==> src/rtl/btn_event_ctrl.sv <==
// btn_event_ctrl: N-button front end for game/menu control.
// Each button goes through a synchroniser, a debounce filter and a rising-edge
// detector; a fixed-priority arbiter (lowest index wins) turns the edges into
// one registered single-cycle press event (one-hot + index).
// Optional feature: define BTN_AUTOREPEAT_EN to enable auto-repeat of the
// most recently pressed button while it stays held and enable stays high.
module btn_event_ctrl #(
    parameter int N_BTN        = 3,
    parameter int SYNC_STAGES  = 2,
    parameter int DB_CYCLES    = 4,
    parameter int REPEAT_DELAY = 10,
    parameter int REPEAT_RATE  = 4,
    localparam int IDX_W       = (N_BTN > 1) ? $clog2(N_BTN) : 1
) (
    input  logic             clk,
    input  logic             reset,
    input  logic             enable,
    input  logic [N_BTN-1:0] btn_in,
    output logic [N_BTN-1:0] held,
    output logic [N_BTN-1:0] press,
    output logic [IDX_W-1:0] press_idx,
    output logic             event_valid,
    output logic             is_repeat
);

    localparam int CNT_W = $clog2(DB_CYCLES + 1);
    // Value the counter holds one cycle before a level change is accepted.
    localparam logic [CNT_W-1:0] CNT_LAST = CNT_W'(DB_CYCLES - 1);

    logic [N_BTN-1:0] sync_q [SYNC_STAGES];
    logic [N_BTN-1:0] sync_s;
    logic [CNT_W-1:0] cnt_q [N_BTN];
    logic [CNT_W-1:0] cnt_d [N_BTN];
    logic [N_BTN-1:0] held_q, held_d;
    logic [N_BTN-1:0] rise_q, rise_d;
    logic             win_found_s;
    logic [IDX_W-1:0] win_idx_s;
    logic             fresh_s;
    logic             rep_due_s;
    logic [IDX_W-1:0] rep_idx_s;
    logic [N_BTN-1:0] press_q, press_d;
    logic [IDX_W-1:0] press_idx_q, press_idx_d;
    logic             event_valid_q, event_valid_d;
    logic             is_repeat_q, is_repeat_d;

    // Synchroniser chain: raw buttons are asynchronous to clk.
    always_ff @(posedge clk or posedge reset) begin
        if (reset) begin
            for (int k = 0; k < SYNC_STAGES; k++) begin
                sync_q[k] <= '0;
            end
        end else begin
            sync_q[0] <= btn_in;
            for (int k = 1; k < SYNC_STAGES; k++) begin
                sync_q[k] <= sync_q[k-1];
            end
        end
    end

    assign sync_s = sync_q[SYNC_STAGES-1];

    // Debounce: a level change is accepted only after DB_CYCLES consecutive disagreeing samples.
    always_comb begin
        held_d = held_q;
        for (int i = 0; i < N_BTN; i++) begin
            cnt_d[i] = '0;
            if (sync_s[i] == held_q[i]) begin
                cnt_d[i] = '0;
            end else if (cnt_q[i] == CNT_LAST) begin
                held_d[i] = ~held_q[i];
                cnt_d[i]  = '0;
            end else begin
                cnt_d[i] = cnt_q[i] + CNT_W'(1);
            end
        end
        rise_d = held_d & ~held_q;
    end

    // Debounce state, debounced levels and the edge flags captured as held updates.
    always_ff @(posedge clk or posedge reset) begin
        if (reset) begin
            for (int i = 0; i < N_BTN; i++) begin
                cnt_q[i] <= '0;
            end
            held_q <= '0;
            rise_q <= '0;
        end else begin
            cnt_q  <= cnt_d;
            held_q <= held_d;
            rise_q <= rise_d;
        end
    end

    // Fixed-priority pick: the lowest-index edge wins; the others are dropped.
    always_comb begin
        win_idx_s = '0;
        for (int i = N_BTN - 1; i >= 0; i--) begin
            win_idx_s = rise_q[i] ? IDX_W'(i) : win_idx_s;
        end
        win_found_s = |rise_q;
    end

    // Edges seen while disabled are discarded rather than deferred.
    assign fresh_s = enable & win_found_s;

`ifdef BTN_AUTOREPEAT_EN
    localparam int REP_MAX = (REPEAT_DELAY > REPEAT_RATE) ? REPEAT_DELAY : REPEAT_RATE;
    localparam int RC_W    = $clog2(REP_MAX + 1);

    logic [RC_W-1:0]  rep_cnt_q, rep_cnt_d;
    logic [RC_W-1:0]  rep_inc_s, rep_limit_s;
    logic             rep_act_q, rep_act_d;
    logic             rep_first_q, rep_first_d;
    logic [IDX_W-1:0] owner_q, owner_d;

    // Repeat scheduling: a fresh press takes ownership; release or disable ends it.
    always_comb begin
        owner_d     = owner_q;
        rep_act_d   = rep_act_q;
        rep_first_d = rep_first_q;
        rep_cnt_d   = rep_cnt_q;
        rep_due_s   = 1'b0;
        rep_inc_s   = rep_cnt_q + RC_W'(1);
        rep_limit_s = rep_first_q ? RC_W'(REPEAT_DELAY) : RC_W'(REPEAT_RATE);
        if (fresh_s) begin
            owner_d     = win_idx_s;
            rep_act_d   = 1'b1;
            rep_first_d = 1'b1;
            rep_cnt_d   = '0;
        end else if (rep_act_q && enable && held_q[owner_q]) begin
            if (rep_inc_s == rep_limit_s) begin
                rep_due_s   = 1'b1;
                rep_first_d = 1'b0;
                rep_cnt_d   = '0;
            end else begin
                rep_cnt_d = rep_inc_s;
            end
        end else begin
            rep_act_d   = 1'b0;
            rep_first_d = 1'b0;
            rep_cnt_d   = '0;
        end
    end

    // Repeat state registers.
    always_ff @(posedge clk or posedge reset) begin
        if (reset) begin
            owner_q     <= '0;
            rep_act_q   <= 1'b0;
            rep_first_q <= 1'b0;
            rep_cnt_q   <= '0;
        end else begin
            owner_q     <= owner_d;
            rep_act_q   <= rep_act_d;
            rep_first_q <= rep_first_d;
            rep_cnt_q   <= rep_cnt_d;
        end
    end

    assign rep_idx_s = owner_q;
`else
    logic unused_rep_s;

    assign rep_due_s    = 1'b0;
    assign rep_idx_s    = '0;
    assign unused_rep_s = ^{REPEAT_DELAY[0], REPEAT_RATE[0]};
`endif

    // Event encoding: a fresh press always beats a repeat due in the same cycle.
    always_comb begin
        press_d       = '0;
        press_idx_d   = '0;
        event_valid_d = 1'b0;
        is_repeat_d   = 1'b0;
        if (fresh_s) begin
            press_d[win_idx_s] = 1'b1;
            press_idx_d        = win_idx_s;
            event_valid_d      = 1'b1;
        end else if (rep_due_s) begin
            press_d[rep_idx_s] = 1'b1;
            press_idx_d        = rep_idx_s;
            event_valid_d      = 1'b1;
            is_repeat_d        = 1'b1;
        end else begin
            press_d = '0;
        end
    end

    // Registered event outputs, each pulse lasting exactly one cycle.
    always_ff @(posedge clk or posedge reset) begin
        if (reset) begin
            press_q       <= '0;
            press_idx_q   <= '0;
            event_valid_q <= 1'b0;
            is_repeat_q   <= 1'b0;
        end else begin
            press_q       <= press_d;
            press_idx_q   <= press_idx_d;
            event_valid_q <= event_valid_d;
            is_repeat_q   <= is_repeat_d;
        end
    end

    assign held        = held_q;
    assign press       = press_q;
    assign press_idx   = press_idx_q;
    assign event_valid = event_valid_q;
    assign is_repeat   = is_repeat_q;

endmodule
==> config.mk <==
export PLATFORM = sky130hd
export DESIGN_NAME = btn_event_ctrl
export DESIGN_NICKNAME = d
export VERILOG_FILES = /design/src/rtl/btn_event_ctrl.sv
export SDC_FILE = /design/constraint.sdc
export NUM_CORES = 1
export LEC_CHECK = 0
export CAP_MARGIN = 20
export CELL_PAD_IN_SITES_DETAIL_PLACEMENT = 1
export CELL_PAD_IN_SITES_GLOBAL_PLACEMENT = 1
export CORE_ASPECT_RATIO = 1.5
export CORE_MARGIN = 4
export CORE_UTILIZATION = 45
export DETAILED_ROUTE_END_ITERATION = 10
export PLACE_DENSITY = 0.88
export SLEW_MARGIN = 20
export SYNTH_ARGS = -nofsm -noshare
export SYNTH_HDL_FRONTEND = slang
export SYNTH_SLANG_ARGS = --single-unit
==> constraint.sdc <==
create_clock -name clk -period 2 [get_ports clk]
set_input_delay 0.4 -clock clk [delete_from_list [all_inputs] [get_ports clk]]
set_output_delay 0.4 -clock clk [all_outputs]
set_load 0.02 [all_outputs]
* After elaboration in Yosys (flattened, before gate mapping)
Index checks and enable logic that the tools add are counted.
** Storage, ports and cells
- Flip-flop bits (word level) :: 27
- Word-level logic and storage cells :: 49
- Input bits :: 6
- Output and inout port bits :: 10
** Cells by class
- Order comparisons :: 2
- Reductions and logical operators :: 2
- Equality and inequality tests :: 6
- Add/sub/neg operators :: 3
- Bitwise operators :: 6
- Multiplexer cells :: 20
** Operators by type and width (number)
- $mux 3 :: 7
- $add 3x1->3 const B :: 3
- $eq 3x2->1 const B :: 3
- $mux 1 :: 8
- $mux 2 :: 4
- $and 3x3->3 :: 1
- $eq 1x1->1 :: 3
- $lt 2x3->1 const B :: 1
- $not 1->1 :: 3
- $not 3->3 :: 1
- $reduce_or 3->1 :: 1
- $demux 1 s2 :: 1
- $ge 2x1->1 const B :: 1
- $and 1x1->1 :: 1
- $logic_and 1x1->1 :: 1

* Depth between registers and ports, before layout
- Depth after elaboration :: 8
- Mapped depth :: 3

* Worst setup path before layout
No wires, ideal clock.
- Path type :: reg2reg
- Start :: register cnt_q[0] (netlist name)
- End :: register held_q[2] (netlist: held[2])
- Setup slack :: 0.901 ns
- Stages on the path, launching flop included :: 4
- Period minus slack after synthesis :: 1.099 ns
- Buffers on the path :: 0
- Library setup time :: 0.125 ns
- Arrival time :: 0.975 ns
- Data required time :: 1.875 ns
- Cells stage by stage :: dfrtp_1 ha_1 nor2b_4 mux2_2
** On the way
- Longest elaborated chain between the ends :: 3
** RTL lines
- start, declared :: line 32 : logic [CNT_W-1:0] cnt_q [N_BTN];
- start signal, assigned :: line 88 : cnt_q <= cnt_d;
- $eq 3x2->1 :: line 69 : end else if (cnt_q[i] == CNT_LAST) begin
- $mux 1 :: line 69
- $mux 1 :: line 67 : if (sync_s[i] == held_q[i]) begin
- named net held_d[2] :: line 34 : logic [N_BTN-1:0] held_q, held_d;
- end signal, assigned :: line 89 : held_q <= held_d;
- end, declared :: line 34
The timed path passes the listed nets, and every way through them passes these cells.

* Worst setup path after layout
- Start :: register held_q[0] (netlist: held[0])
- End :: output held[0]
** RTL lines
- end, declared :: line 19 : output logic [N_BTN-1:0] held,
No word-level cell between the ends.

==> key figures <==
Synth
  – Post-synthesis cell area: 981 sq um
  – Avg Cell Area, Syn: 16.3 sq um
  – Net Count, Synth: 69
  – Post-Synth Adder-Cell Area: 0.0383
  – Area fraction in compound gates after synthesis: 0.00893
  – Simple-gate share of the synthesized area: 0.184
  – Number of synthesized register bits: 27
  – Synth unique cells: 18
  – Post-synthesis sequential area ratio: 0.689
  – Main combinational cell family by area after synthesis: simple AND/OR/NAND/NOR gates
  – Top cells by area, synth: dfrtp_1, nor3b_1, ha_1
  – Post-Synthesis Cells: 60
  – Mux cell area share after synthesis: 0.0383
  – Yosys top cell by area: dfrtp_1
  – Synth Warn #: 0
  – Top-area cell type share of the netlist area: 0.689
  – XOR/XNOR Fraction of Synth Area: 0.0268

Pwr
  – Switching Power: 0.377 mW
  – Flop pwr share: 0.545
  – Power Density: 1110 mW/mm^2
  – Combinational share of power: 0.284
  – Clock Power Share: 0.171
  – Peak VDD IR: 0.000678 V
  – Static Leakage: 0.551 nW
  – Switching share of total power: 0.290
  – Final Power: 1.30 mW
  – Internal power: 0.921 mW

Die
  – FP Rows: 20
  – Die area: 0.00301 sq mm
  – Die height: 65.2 um
  – IO Count: 16
  – Core region area: 0.00205 sq mm
  – Die W: 46.1 um
  – Initial Util: 0.478

Route
  – WL met3: 70 um
  – Number of detailed-route iterations in the first pass: 3
  – # DRC: 0
  – Routed wire length: 1450 um
  – Top layer in use: met4
  – Final ANT Viol Nets: 0
  – Vias/cell: 5.07
  – Wire length per cell: 14.5 um
  – Via count: 507
  – Met1 wire length: 562 um
  – Routed length on met2: 800 um
  – Starting DRT DRC Count: 4

Clock tree
  – Clock transition at path regs: 0.13 ns
  – Post-CTS resize count: 0
  – Clock Sinks: 27
  – CTS tree: built
  – Clk_lat worst skew: 0.31 ns
  – Setup Buffers After CTS: 0
  – Htree depth: 1
  – Post-CTS Hold Fix Bufs: 0
  – CTS root buf: clkbuf_4
  – CTS Buf Count: 3
  – Clk buf depth: 2

Timing
  – Clock Skew: 0.00192 ns
  – Period Utilization, post-route: 0.891
  – Final setup fails: 0
  – Max Clock Freq: 0.561 GHz
  – Final hold vios: 0
  – Fin Hold WS: 0.365 ns
  – Max-slew violations: 0
  – RSZ-0062 raised after global routing: false
  – Fin crit period: 1.78 ns
  – Final setup TNS: 0 ns

Setup path
  – Worst EP required: 1.60 ns
  – Slowest stage delay, CP: 0.63 ns
  – Sum of buffers and inverters on the critical path: 1
  – Crit path max-delay cell type: clkdlybuf4s50_1
  – Critical-path cell list: clkdlybuf4s50_1
  – CP endpoint kind: primary output
  – Reg-to-Reg Start: cnt_q[0]
  – Crit start category: flop
  – Critical path data arrival time: 1.38 ns
  – Crit Path Class: reg2out
  – Worst R2R Setup Slack: 0.82 ns
  – Critical path fanouts, max: 4
  – Register-to-Register Path Depth: 3
  – Reg2reg end: held[2]
  – CP top delay family: buffers and inverters

GRT
  – Total grt overflow: 0
  – Vias in the first global route: 564
  – First-pass GRT wire length: 2450 um
  – Initial antenna violation count: 0
  – Tot GR Track Use: 0.112
  – Pin count of the biggest net entering global routing: 28

Final layout
  – Syn-to-layout area delta: 19.8%
  – Finished Core Util: 0.573
  – Filler cells: 202
  – Number of diodes: 0
  – Most frequent cells in the layout: dfrtp_1, clkdlybuf4s50_1, nor3b_1
  – Nets: 88
  – Commonest non-fill, non-tap cell in the layout: dfrtp_1
  – Layout cells sized above 1: 0.154

Place
  – Buffers on Ports: 14
  – Post-DP HPWL: 1160 um
  – RePlAce Congestion: 0.642

Min path
  – Worst Hold Launch: sync_q[3]
  – WHS Path Cells: 0
  – Min-Delay Path Class: reg2reg
  – Worst hold path endpoint: sync_s[0]

Outcome
  – Status: finished, final reports clean

Run
  – Max_cap viols: 0
==> state kept, by name, indices dropped and copies added, names as in the netlist <==
signal / count
cnt_q: 9
sync_q: 3
event_valid: 1
sync_s: 3
rise_q: 3
held: 3
press: 3
press_idx: 2
==> layer usage <==
layer / global-route usage / vias to the layer above
met3: 0.0164 / 2
met5: 0 / -
met4: 0.0427 / 0
li1: - / 241
met2: 0.190 / 12
met1: 0.137 / 252
==> cell usage after synthesis <==
master,count
nand2b_4,1
dfrtp_1,27
and3b_2,1
mux2_2,2
nor3b_2,1
nor3b_1,6
inv_1,1
o31a_1,1
buf_4,1
conb_1,1
nor2b_4,2
and3b_1,4
nor3_1,2
nor4bb_1,2
and2_1,1
mux2_4,1
xnor2_1,3
ha_1,3
==> kinds of logic (layout without fill, tap and decap cells) <==
family / after synthesis / in the layout
flops: 27 / 27
simple gates: 20 / 20
fa+ha+maj: 3 / 3
xor+xnor: 3 / 3
mux: 3 / 3
buf+inv: 2 / 20
other cells: 1 / 1
compound gates: 1 / 1
==> worst max-delay path by stage <==
| stage | from | to | cells after the start |
|---|---|---|---|
| after CTS | held[0] | held[0] | 1 |
| after global placement | held[0] | held[0] | 1 |
| after global routing | held[0] | held[0] | 1 |
| final | held[0] | held[0] | 1 |
| after detailed placement | held[0] | held[0] | 1 |
| after floorplan | cnt_q[0] | held[2] | 3 |
==> metrics by stage <==
stage | instances | setup slack [ns] | area (sq um)
after global routing | 100 | 0.142 | 1170
after CTS | 100 | 0.201 | 1170
after detailed placement | 96 | 0.550 | 1150
after floorplan | 60 | 0.901 | 981
after global placement | 96 | 0.613 | 1150
final | 100 | 0.218 | 1170
==> power by group through the flow <==
stage / clock (mW) / combinational (mW) / sequential (mW)
final: 0.221 / 0.369 / 0.708
after global routing: 0.250 / 0.408 / 0.724
after CTS: 0.227 / 0.379 / 0.712
after detailed placement: 0 / 0.378 / 0.724
after global placement: 0 / 0.349 / 0.707
after floorplan: 0 / 0.200 / 0.750
==> cell type report <==
cell class | count | area, sq um | area share
Clock buffer | 4 | 26.3 | 0.0224
Inverter | 1 | 3.75 | 0.00319
Multi-Input combinational cell | 31 | 294 | 0.250
Sequential cell | 27 | 676 | 0.575
Tap cell | 22 | 27.5 | 0.0234
Timing Repair Buffer | 15 | 148 | 0.126
No activity file was read; power rests on OpenSTA's default activity.
